<file path="src/rtl/branch_predictor_bht_if.sv">
// Fetch/Decode-facing signal bundle of the branch predictor.
// The master modport is the pipeline side; the slave modport is the predictor side.
interface branch_predictor_bht_if #(
    parameter int PC_WIDTH   = 32,
    parameter int STAT_WIDTH = 16
);
    logic [PC_WIDTH-1:0]   pcF;
    logic                  predict_takenF;
    logic [PC_WIDTH-1:0]   predict_targetF;
    logic                  btb_hitF;
    logic                  en;
    logic                  flushD;
    logic                  branchD;
    logic                  takenD;
    logic [PC_WIDTH-1:0]   pcD;
    logic [PC_WIDTH-1:0]   targetD;
    logic                  mispredictD;
    logic [STAT_WIDTH-1:0] branch_count;
    logic [STAT_WIDTH-1:0] mispredict_count;

    modport master (
        output pcF, en, flushD, branchD, takenD, pcD, targetD,
        input  predict_takenF, predict_targetF, btb_hitF, mispredictD,
               branch_count, mispredict_count
    );

    modport slave (
        input  pcF, en, flushD, branchD, takenD, pcD, targetD,
        output predict_takenF, predict_targetF, btb_hitF, mispredictD,
               branch_count, mispredict_count
    );
endinterface

</file>
<file path="src/rtl/branch_predictor_bht.sv">
// Saturating-counter branch history table with a tagged BTB, looked up in Fetch, updated from Decode.
// Define GSHARE_EN to XOR a global history register into the counter index.
module branch_predictor_bht #(
    parameter int PC_WIDTH   = 32,
    parameter int INDEX_BITS = 6,
    parameter int CTR_BITS   = 2,
    parameter int STAT_WIDTH = 16
) (
    input  logic                   mclk,
    input  logic                   reset,
    branch_predictor_bht_if.slave  bus
);
    localparam int DEPTH    = 1 << INDEX_BITS;
    localparam int TAG_BITS = PC_WIDTH - INDEX_BITS - 2;
    localparam logic [CTR_BITS-1:0]   CTR_MAX  = '1;
    localparam logic [CTR_BITS-1:0]   CTR_INIT = CTR_BITS'((1 << (CTR_BITS - 1)) - 1);
    localparam logic [STAT_WIDTH-1:0] STAT_MAX = '1;

    typedef struct packed {
        logic                  valid;
        logic                  taken;
        logic [PC_WIDTH-1:0]   target;
        logic [INDEX_BITS-1:0] idx;
    } rec_t;

    logic [CTR_BITS-1:0]   r_ctr        [DEPTH];
    logic [DEPTH-1:0]      r_btb_valid;
    logic [TAG_BITS-1:0]   r_btb_tag    [DEPTH];
    logic [PC_WIDTH-1:0]   r_btb_target [DEPTH];
    rec_t                  r_rec;
    logic [STAT_WIDTH-1:0] r_branch_count;
    logic [STAT_WIDTH-1:0] r_mispredict_count;

    logic [INDEX_BITS-1:0] w_pc_idxF;
    logic [INDEX_BITS-1:0] w_idxF;
    logic [TAG_BITS-1:0]   w_tagF;
    logic [INDEX_BITS-1:0] w_pc_idxD;
    logic [TAG_BITS-1:0]   w_tagD;
    logic                  w_btb_hitF;
    logic                  w_predict_takenF;
    logic [PC_WIDTH-1:0]   w_predict_targetF;
    logic                  w_update;
    logic                  w_mispredictD;
    logic [CTR_BITS-1:0]   w_ctr_cur;
    logic [CTR_BITS-1:0]   w_ctr_next;
    logic                  w_unused_bits;

    assign w_pc_idxF = bus.pcF[INDEX_BITS+1:2];
    assign w_tagF    = bus.pcF[PC_WIDTH-1:INDEX_BITS+2];
    assign w_pc_idxD = bus.pcD[INDEX_BITS+1:2];
    assign w_tagD    = bus.pcD[PC_WIDTH-1:INDEX_BITS+2];
    assign w_unused_bits = ^{bus.pcF[1:0], bus.pcD[1:0]};

    assign w_update = bus.en & bus.branchD & ~bus.flushD;

`ifdef GSHARE_EN
    logic [INDEX_BITS-1:0] r_ghr;

    assign w_idxF = w_pc_idxF ^ r_ghr;

    always_ff @(posedge mclk or posedge reset) begin
        if (reset)
            r_ghr <= '0;
        else if (w_update)
            r_ghr <= {r_ghr[INDEX_BITS-2:0], bus.takenD};
    end
`else
    assign w_idxF = w_pc_idxF;
`endif

    // The BTB is always indexed by PC; only the counters see the history hash.
    assign w_btb_hitF        = r_btb_valid[w_pc_idxF] & (r_btb_tag[w_pc_idxF] == w_tagF);
    assign w_predict_takenF  = w_btb_hitF & r_ctr[w_idxF][CTR_BITS-1];
    assign w_predict_targetF = w_btb_hitF ? r_btb_target[w_pc_idxF] : '0;

    assign w_mispredictD = bus.branchD & r_rec.valid &
                           ((r_rec.taken != bus.takenD) |
                            (bus.takenD & (r_rec.target != bus.targetD)));

    assign w_ctr_cur = r_ctr[r_rec.idx];

    // NOTE: assign a default first so every path drives w_ctr_next and no latch is inferred.
    always_comb begin
        w_ctr_next = w_ctr_cur;
        if (bus.takenD && (w_ctr_cur != CTR_MAX))
            w_ctr_next = w_ctr_cur + CTR_BITS'(1);
        else if (!bus.takenD && (w_ctr_cur != '0))
            w_ctr_next = w_ctr_cur - CTR_BITS'(1);
    end

    // NOTE: sequential state uses non-blocking assignments so every flop samples pre-edge values.
    always_ff @(posedge mclk or posedge reset) begin
        if (reset) begin
            for (int i = 0; i < DEPTH; i++)
                r_ctr[i] <= CTR_INIT;
            r_btb_valid <= '0;
        end else if (w_update) begin
            r_ctr[r_rec.idx] <= w_ctr_next;
            if (bus.takenD)
                r_btb_valid[w_pc_idxD] <= 1'b1;
        end
    end

    // NOTE: tag/target storage is not reset; it is only observed through a set valid bit.
    always_ff @(posedge mclk) begin
        if (w_update && bus.takenD) begin
            r_btb_tag[w_pc_idxD]    <= w_tagD;
            r_btb_target[w_pc_idxD] <= bus.targetD;
        end
    end

    always_ff @(posedge mclk or posedge reset) begin
        if (reset)
            r_rec <= '0;
        else if (bus.flushD)
            r_rec.valid <= 1'b0;
        else if (bus.en)
            r_rec <= '{valid: 1'b1, taken: w_predict_takenF,
                       target: w_predict_targetF, idx: w_idxF};
    end

    // Statistics saturate so the display never shows a wrapped, misleadingly small count.
    always_ff @(posedge mclk or posedge reset) begin
        if (reset) begin
            r_branch_count     <= '0;
            r_mispredict_count <= '0;
        end else if (w_update) begin
            if (r_branch_count != STAT_MAX)
                r_branch_count <= r_branch_count + STAT_WIDTH'(1);
            if (w_mispredictD && (r_mispredict_count != STAT_MAX))
                r_mispredict_count <= r_mispredict_count + STAT_WIDTH'(1);
        end
    end

    assign bus.btb_hitF         = w_btb_hitF;
    assign bus.predict_takenF   = w_predict_takenF;
    assign bus.predict_targetF  = w_predict_targetF;
    assign bus.mispredictD      = w_mispredictD;
    assign bus.branch_count     = r_branch_count;
    assign bus.mispredict_count = r_mispredict_count;
endmodule
</file>
<file path="src/flat_wrapper.sv">
// flat-port wrapper written by rule: the top's interface ports become plain ports
module branch_predictor_bht_flat 
#(
    parameter int PC_WIDTH   = 32,
    parameter int INDEX_BITS = 6,
    parameter int CTR_BITS   = 2,
    parameter int STAT_WIDTH = 16
)
  (mclk, reset, bus_pcF, bus_en, bus_flushD, bus_branchD, bus_takenD, bus_pcD, bus_targetD, bus_predict_takenF, bus_predict_targetF, bus_btb_hitF, bus_mispredictD, bus_branch_count, bus_mispredict_count);
  branch_predictor_bht_if #(.PC_WIDTH(PC_WIDTH), .STAT_WIDTH(STAT_WIDTH)) bus_i ();
  input  logic mclk;
  input  logic reset;
  input wire logic [$bits(bus_i.pcF)-1:0] bus_pcF;
  input wire logic [$bits(bus_i.en)-1:0] bus_en;
  input wire logic [$bits(bus_i.flushD)-1:0] bus_flushD;
  input wire logic [$bits(bus_i.branchD)-1:0] bus_branchD;
  input wire logic [$bits(bus_i.takenD)-1:0] bus_takenD;
  input wire logic [$bits(bus_i.pcD)-1:0] bus_pcD;
  input wire logic [$bits(bus_i.targetD)-1:0] bus_targetD;
  output wire logic [$bits(bus_i.predict_takenF)-1:0] bus_predict_takenF;
  output wire logic [$bits(bus_i.predict_targetF)-1:0] bus_predict_targetF;
  output wire logic [$bits(bus_i.btb_hitF)-1:0] bus_btb_hitF;
  output wire logic [$bits(bus_i.mispredictD)-1:0] bus_mispredictD;
  output wire logic [$bits(bus_i.branch_count)-1:0] bus_branch_count;
  output wire logic [$bits(bus_i.mispredict_count)-1:0] bus_mispredict_count;
  assign bus_i.pcF = bus_pcF;
  assign bus_i.en = bus_en;
  assign bus_i.flushD = bus_flushD;
  assign bus_i.branchD = bus_branchD;
  assign bus_i.takenD = bus_takenD;
  assign bus_i.pcD = bus_pcD;
  assign bus_i.targetD = bus_targetD;
  assign bus_predict_takenF = bus_i.predict_takenF;
  assign bus_predict_targetF = bus_i.predict_targetF;
  assign bus_btb_hitF = bus_i.btb_hitF;
  assign bus_mispredictD = bus_i.mispredictD;
  assign bus_branch_count = bus_i.branch_count;
  assign bus_mispredict_count = bus_i.mispredict_count;
  branch_predictor_bht #(.PC_WIDTH(PC_WIDTH), .INDEX_BITS(INDEX_BITS), .CTR_BITS(CTR_BITS), .STAT_WIDTH(STAT_WIDTH)) u_core (.mclk(mclk), .reset(reset), .bus(bus_i));
endmodule
</file>
<file path="config.mk">
export PLATFORM = sky130hd
export DESIGN_NAME = branch_predictor_bht_flat
export DESIGN_NICKNAME = d
export VERILOG_FILES = /design/src/rtl/branch_predictor_bht_if.sv /design/src/rtl/branch_predictor_bht.sv /design/src/flat_wrapper.sv
export SDC_FILE = /design/constraint.sdc
export NUM_CORES = 2
export LEC_CHECK = 0
export ABC_CLOCK_PERIOD_IN_PS = 10200
export BUFFER_PORTS_ARGS = -buffer_cell sky130_fd_sc_hd__buf_2
export CORE_ASPECT_RATIO = 1.2
export CORE_MARGIN = 5
export CORE_UTILIZATION = 35
export CTS_CLUSTER_SIZE = 40
export DETAILED_ROUTE_END_ITERATION = 16
export PLACE_DENSITY_LB_ADDON = 0.1
export SYNTH_ARGS = -nofsm -noshare
export SYNTH_HDL_FRONTEND = slang
export SYNTH_SLANG_ARGS = --single-unit
</file>
<file path="constraint.sdc">
create_clock -name mclk -period 10.2 [get_ports mclk]
set_input_delay 2.04 -clock mclk [delete_from_list [all_inputs] [get_ports mclk]]
set_output_delay 2.04 -clock mclk [all_outputs]
set_load 0.01 [all_outputs]
</file>
==> impl_metrics.csv <==
group,metric,value,unit
die,core-area,427000,um2
die,dieArea,441000,um2
grt,grt_pass1_wl,685,mm
synthesis,synth_area,150000,um2
job,maxCapViolCount,0,
clock_tree,htree_levels,5,
clock_tree,cts.sinks,3848,
die,die_x,607,um
critical_path,r2r_end,"u_core.r_rec[6]$_DFFE_PP0P_",
clock_tree,clockBufferDepth,4,
synthesis,ys_seq_area_share,76.3,%
hold_path,min_path_cells,1,
placed_design,dp_cells,12500,
critical_path,endpoint_kind,"output pin",
grt,grt_pass1_vias,77600,
grt,grt_max_degree,146,
grt,grt.total_usage,22.6,%
timing,period_share,86.2,%
finish,instances_no_fill,13300,
synthesis,synth_area_leaders,"edfxtp_1 72%, mux4_2 16%, dfrtp_1 3.3%, dfstp_2 1.1%, mux2_2 1.0%",
hold_path,min_to,"u_core.r_btb_valid[37]$_DFFE_PP0P_",
clock_tree,cts_resized,0,
detailed_routing,dr_total_vias,75400,
timing,setup_violations,0,
grt,use_met2,39.0,%
synthesis,yosysTopAreaCell,"edfxtp_1",
synthesis,ys_warn_count,0,
clock_tree,ctsHoldBuffers,0,
timing,slew_viol_final,0,
die,dieHeight,727,um
finish,final_cell_area,173000,um2
die,rows,263,
synthesis,postSynthAreaPerCell,22.1,um2
timing,worstMarginPinSlew,1380,ps
grt,gr-total-overflow,0,
finish,syn_to_final_growth,15.6,%
timing,fin_crit,8790,ps
timing,setup-tns-final,0,ps
die,start_util,35.1,%
finish,finalNetCount,7371,
timing,max_freq,0.114,GHz
timing,rsz0062_at_grt,"no",
clock_tree,cts_buffers,413,
synthesis,synth_cell_types,67,
critical_path,critPathRequiredTime,8160,ps
synthesis,yosys_register_bits,3848,
critical_path,setup.worst_path.class,"input pin to output pin",
finish,drive_gt1_share,32.5,%
detailed_routing,wire_per_inst,38.1,um
synthesis,synthCells,6769,
hold_path,hp-class,"register to register",
placed_design,gp_congestion,0.765,
detailed_routing,wl,507,mm
placed_design,dp_slack,1410,ps
critical_path,worstPathArrival,6750,ps
grt,antenna_found_initial,41,
power,power.density,199,nW/um2
placed_design,placed_area,159000,um2
clock_tree,clk_pin_slew_worst_paths,60,ps
clock_tree,clk-insertion-delay-late,990,ps
synthesis,synth_top_area_share,71.9,%
detailed_routing,vias_per_cell,5.66,
synthesis,syn_nets,6875,
critical_path,r2r_cells,11,
detailed_routing,drt_iter0_drc,8584,
clock_tree,clockRootBuffer,"clkbuf_16",
synthesis,ys_async_sr_fraction,6.86,%
clock_tree,cts_tree,"done",
placed_design,portBuffers,164,
critical_path,r2r_slack,5770,ps
grt,met1_usage,30.6,%
power,peakVddDrop,0.192,mV
timing,hold_violations,0,
clock_tree,post_cts_buffers,0,
timing,timing.final.ws_setup,1410,ps
critical_path,crit-reg2reg-launch,"u_core.r_btb_tag[6][12]$_DFFE_PP_",
critical_path,cp-start-kind,"input pin",
power,total_leakage_power,55.3,nW
hold_path,hold_path_startpoint,"u_core.r_btb_valid[37]$_DFFE_PP0P_",
outcome,status,"finished clean",
synthesis,synth_edf_count,3584,
timing,finClkSkew,54.6,ps
placed_design,hpwl,273,mm
detailed_routing,ant_nets,0,
grt,grtUsageMet3,2.57,%
die,io_pins,169,
synthesis,synth_flop_cell,"edfxtp_1",
detailed_routing,drcViolationCount,0,
detailed_routing,drt_first_pass_iters,8,
grt,top_usage_layer,"met2",
timing,relSlewSlack,7.81,%
critical_path,crit_path_max_fanout,57,
==> how the worst max path moves through the flow <==
stage	startpoint	to	depth (start not counted)
CTS	bus_pcF[2]	bus_predict_targetF[22]	12
detailed placement	bus_pcF[2]	bus_predict_targetF[22]	13
global placement	bus_pcF[2]	bus_predict_targetF[24]	13
global route	bus_pcF[2]	bus_predict_targetF[22]	13
finish	bus_pcF[7]	bus_predict_targetF[22]	11
floorplan	reset	u_core.bus.branch_count[0]$_DFFE_PP0P_	1
==> logic make-up after synthesis <==
family | share of synthesized area [%]
fa+ha+maj | 0.0334
mux | 17.6
simple gates | 2.46
flops | 76.3
compound gates | 1.85
buf+inv | 1.22
xor+xnor | 0.497
==> cell usage in the layout, fill, tap and decap left out, types with 13 or more instances in the layout <==
cell type,instances
mux2i_1,154
buf_4,236
nor2_1,105
or2_2,69
nor2_4,64
nor3_1,14
nand2b_1,25
edfxtp_1,3584
a22o_1,21
buf_2,158
nand3_1,55
a21oi_1,69
and3_1,19
mux2_2,137
a22oi_1,77
xor2_1,31
o31ai_1,34
nor3b_2,19
a31oi_1,27
o22ai_1,43
nand2_1,238
xnor2_1,53
clkinv_2,79
nor3_2,14
nand4_1,26
nor2b_1,24
clkinvlp_4,17
buf_12,50
dfrtp_1,200
o21ai_1,13
bufinv_16,50
mux4_2,1034
clkbuf_16,423
clkbuf_8,14
clkinv_1,82
dfstp_2,64
clkbuf_1,82
o21ai_0,15
a221oi_1,25
==> critical path: stages <==
cell and delay (ps):
buf_4 620, nor2_2 390, a22o_1 300, a2111oi_0 830, a31oi_1 390, xnor2_1 240
a2111oi_0 500, nand4_1 400, buf_12 300, nor3b_1 330, buf_2 180
==> power by group <==
group	switching, mW	internal (mW)
registers	0.0516	17.3
logic	1.13	0.639
clock network	6.39	8.96
==> cells in the mapped netlist (21+ instances only) <==
cell type / number
or2_2: 69
mux2i_1: 154
edfxtp_1: 3584
nor2_1: 173
dfstp_2: 64
mux2_2: 137
nand2_1: 238
o31ai_1: 34
a22o_1: 21
xor2_1: 32
mux4_2: 1034
dfrtp_1: 200
a221oi_1: 25
buf_4: 29
clkbuf_1: 148
nand4_1: 26
a21oi_1: 69
xnor2_1: 53
a22oi_1: 77
a31oi_1: 27
o22ai_1: 43
buf_2: 126
nand2b_1: 26
nor2b_1: 26
nand3_1: 55
buf_1: 43
==> per-stage QoR <==
stage               utilization (%)  power [mW]  hold WS (ps)
detailed placement             37.3        19.5           448
global route                   40.5        35.6           476
finish                         40.6        34.5           465
CTS                            40.5        34.9           462
global placement               37.3        19.5           446
floorplan                         -        18.7           434
==> state kept, by name (all words and copies together) (netlist names) <==
signal	count
u_core.bus.branch_count	16
u_core.bus.mispredict_count	16
u_core.r_btb_tag	1536
u_core.r_btb_target	2048
u_core.r_ctr	128
u_core.r_rec	40
u_core.r_btb_valid	64
==> layer usage <==
metal,up-vias,routed length (um)
met5,-,27
met4,4,14500
met3,626,25500
met2,2655,259000
met1,42600,208000
li1,29500,-
==> layout make-up <==
cell class / instances / area [um2]
Tap cell: 5697 / 7130
Antenna cell: 11 / 27.5
Inverter: 11 / 62.6
Clock inverter: 251 / 2720
Timing Repair Buffer: 447 / 3610
Sequential cell: 3848 / 114000
Clock buffer: 518 / 11100
Multi-Input combinational cell: 2544 / 34200
Fill cell: 37700 / 254000
(Power assumes the default switching activity.)
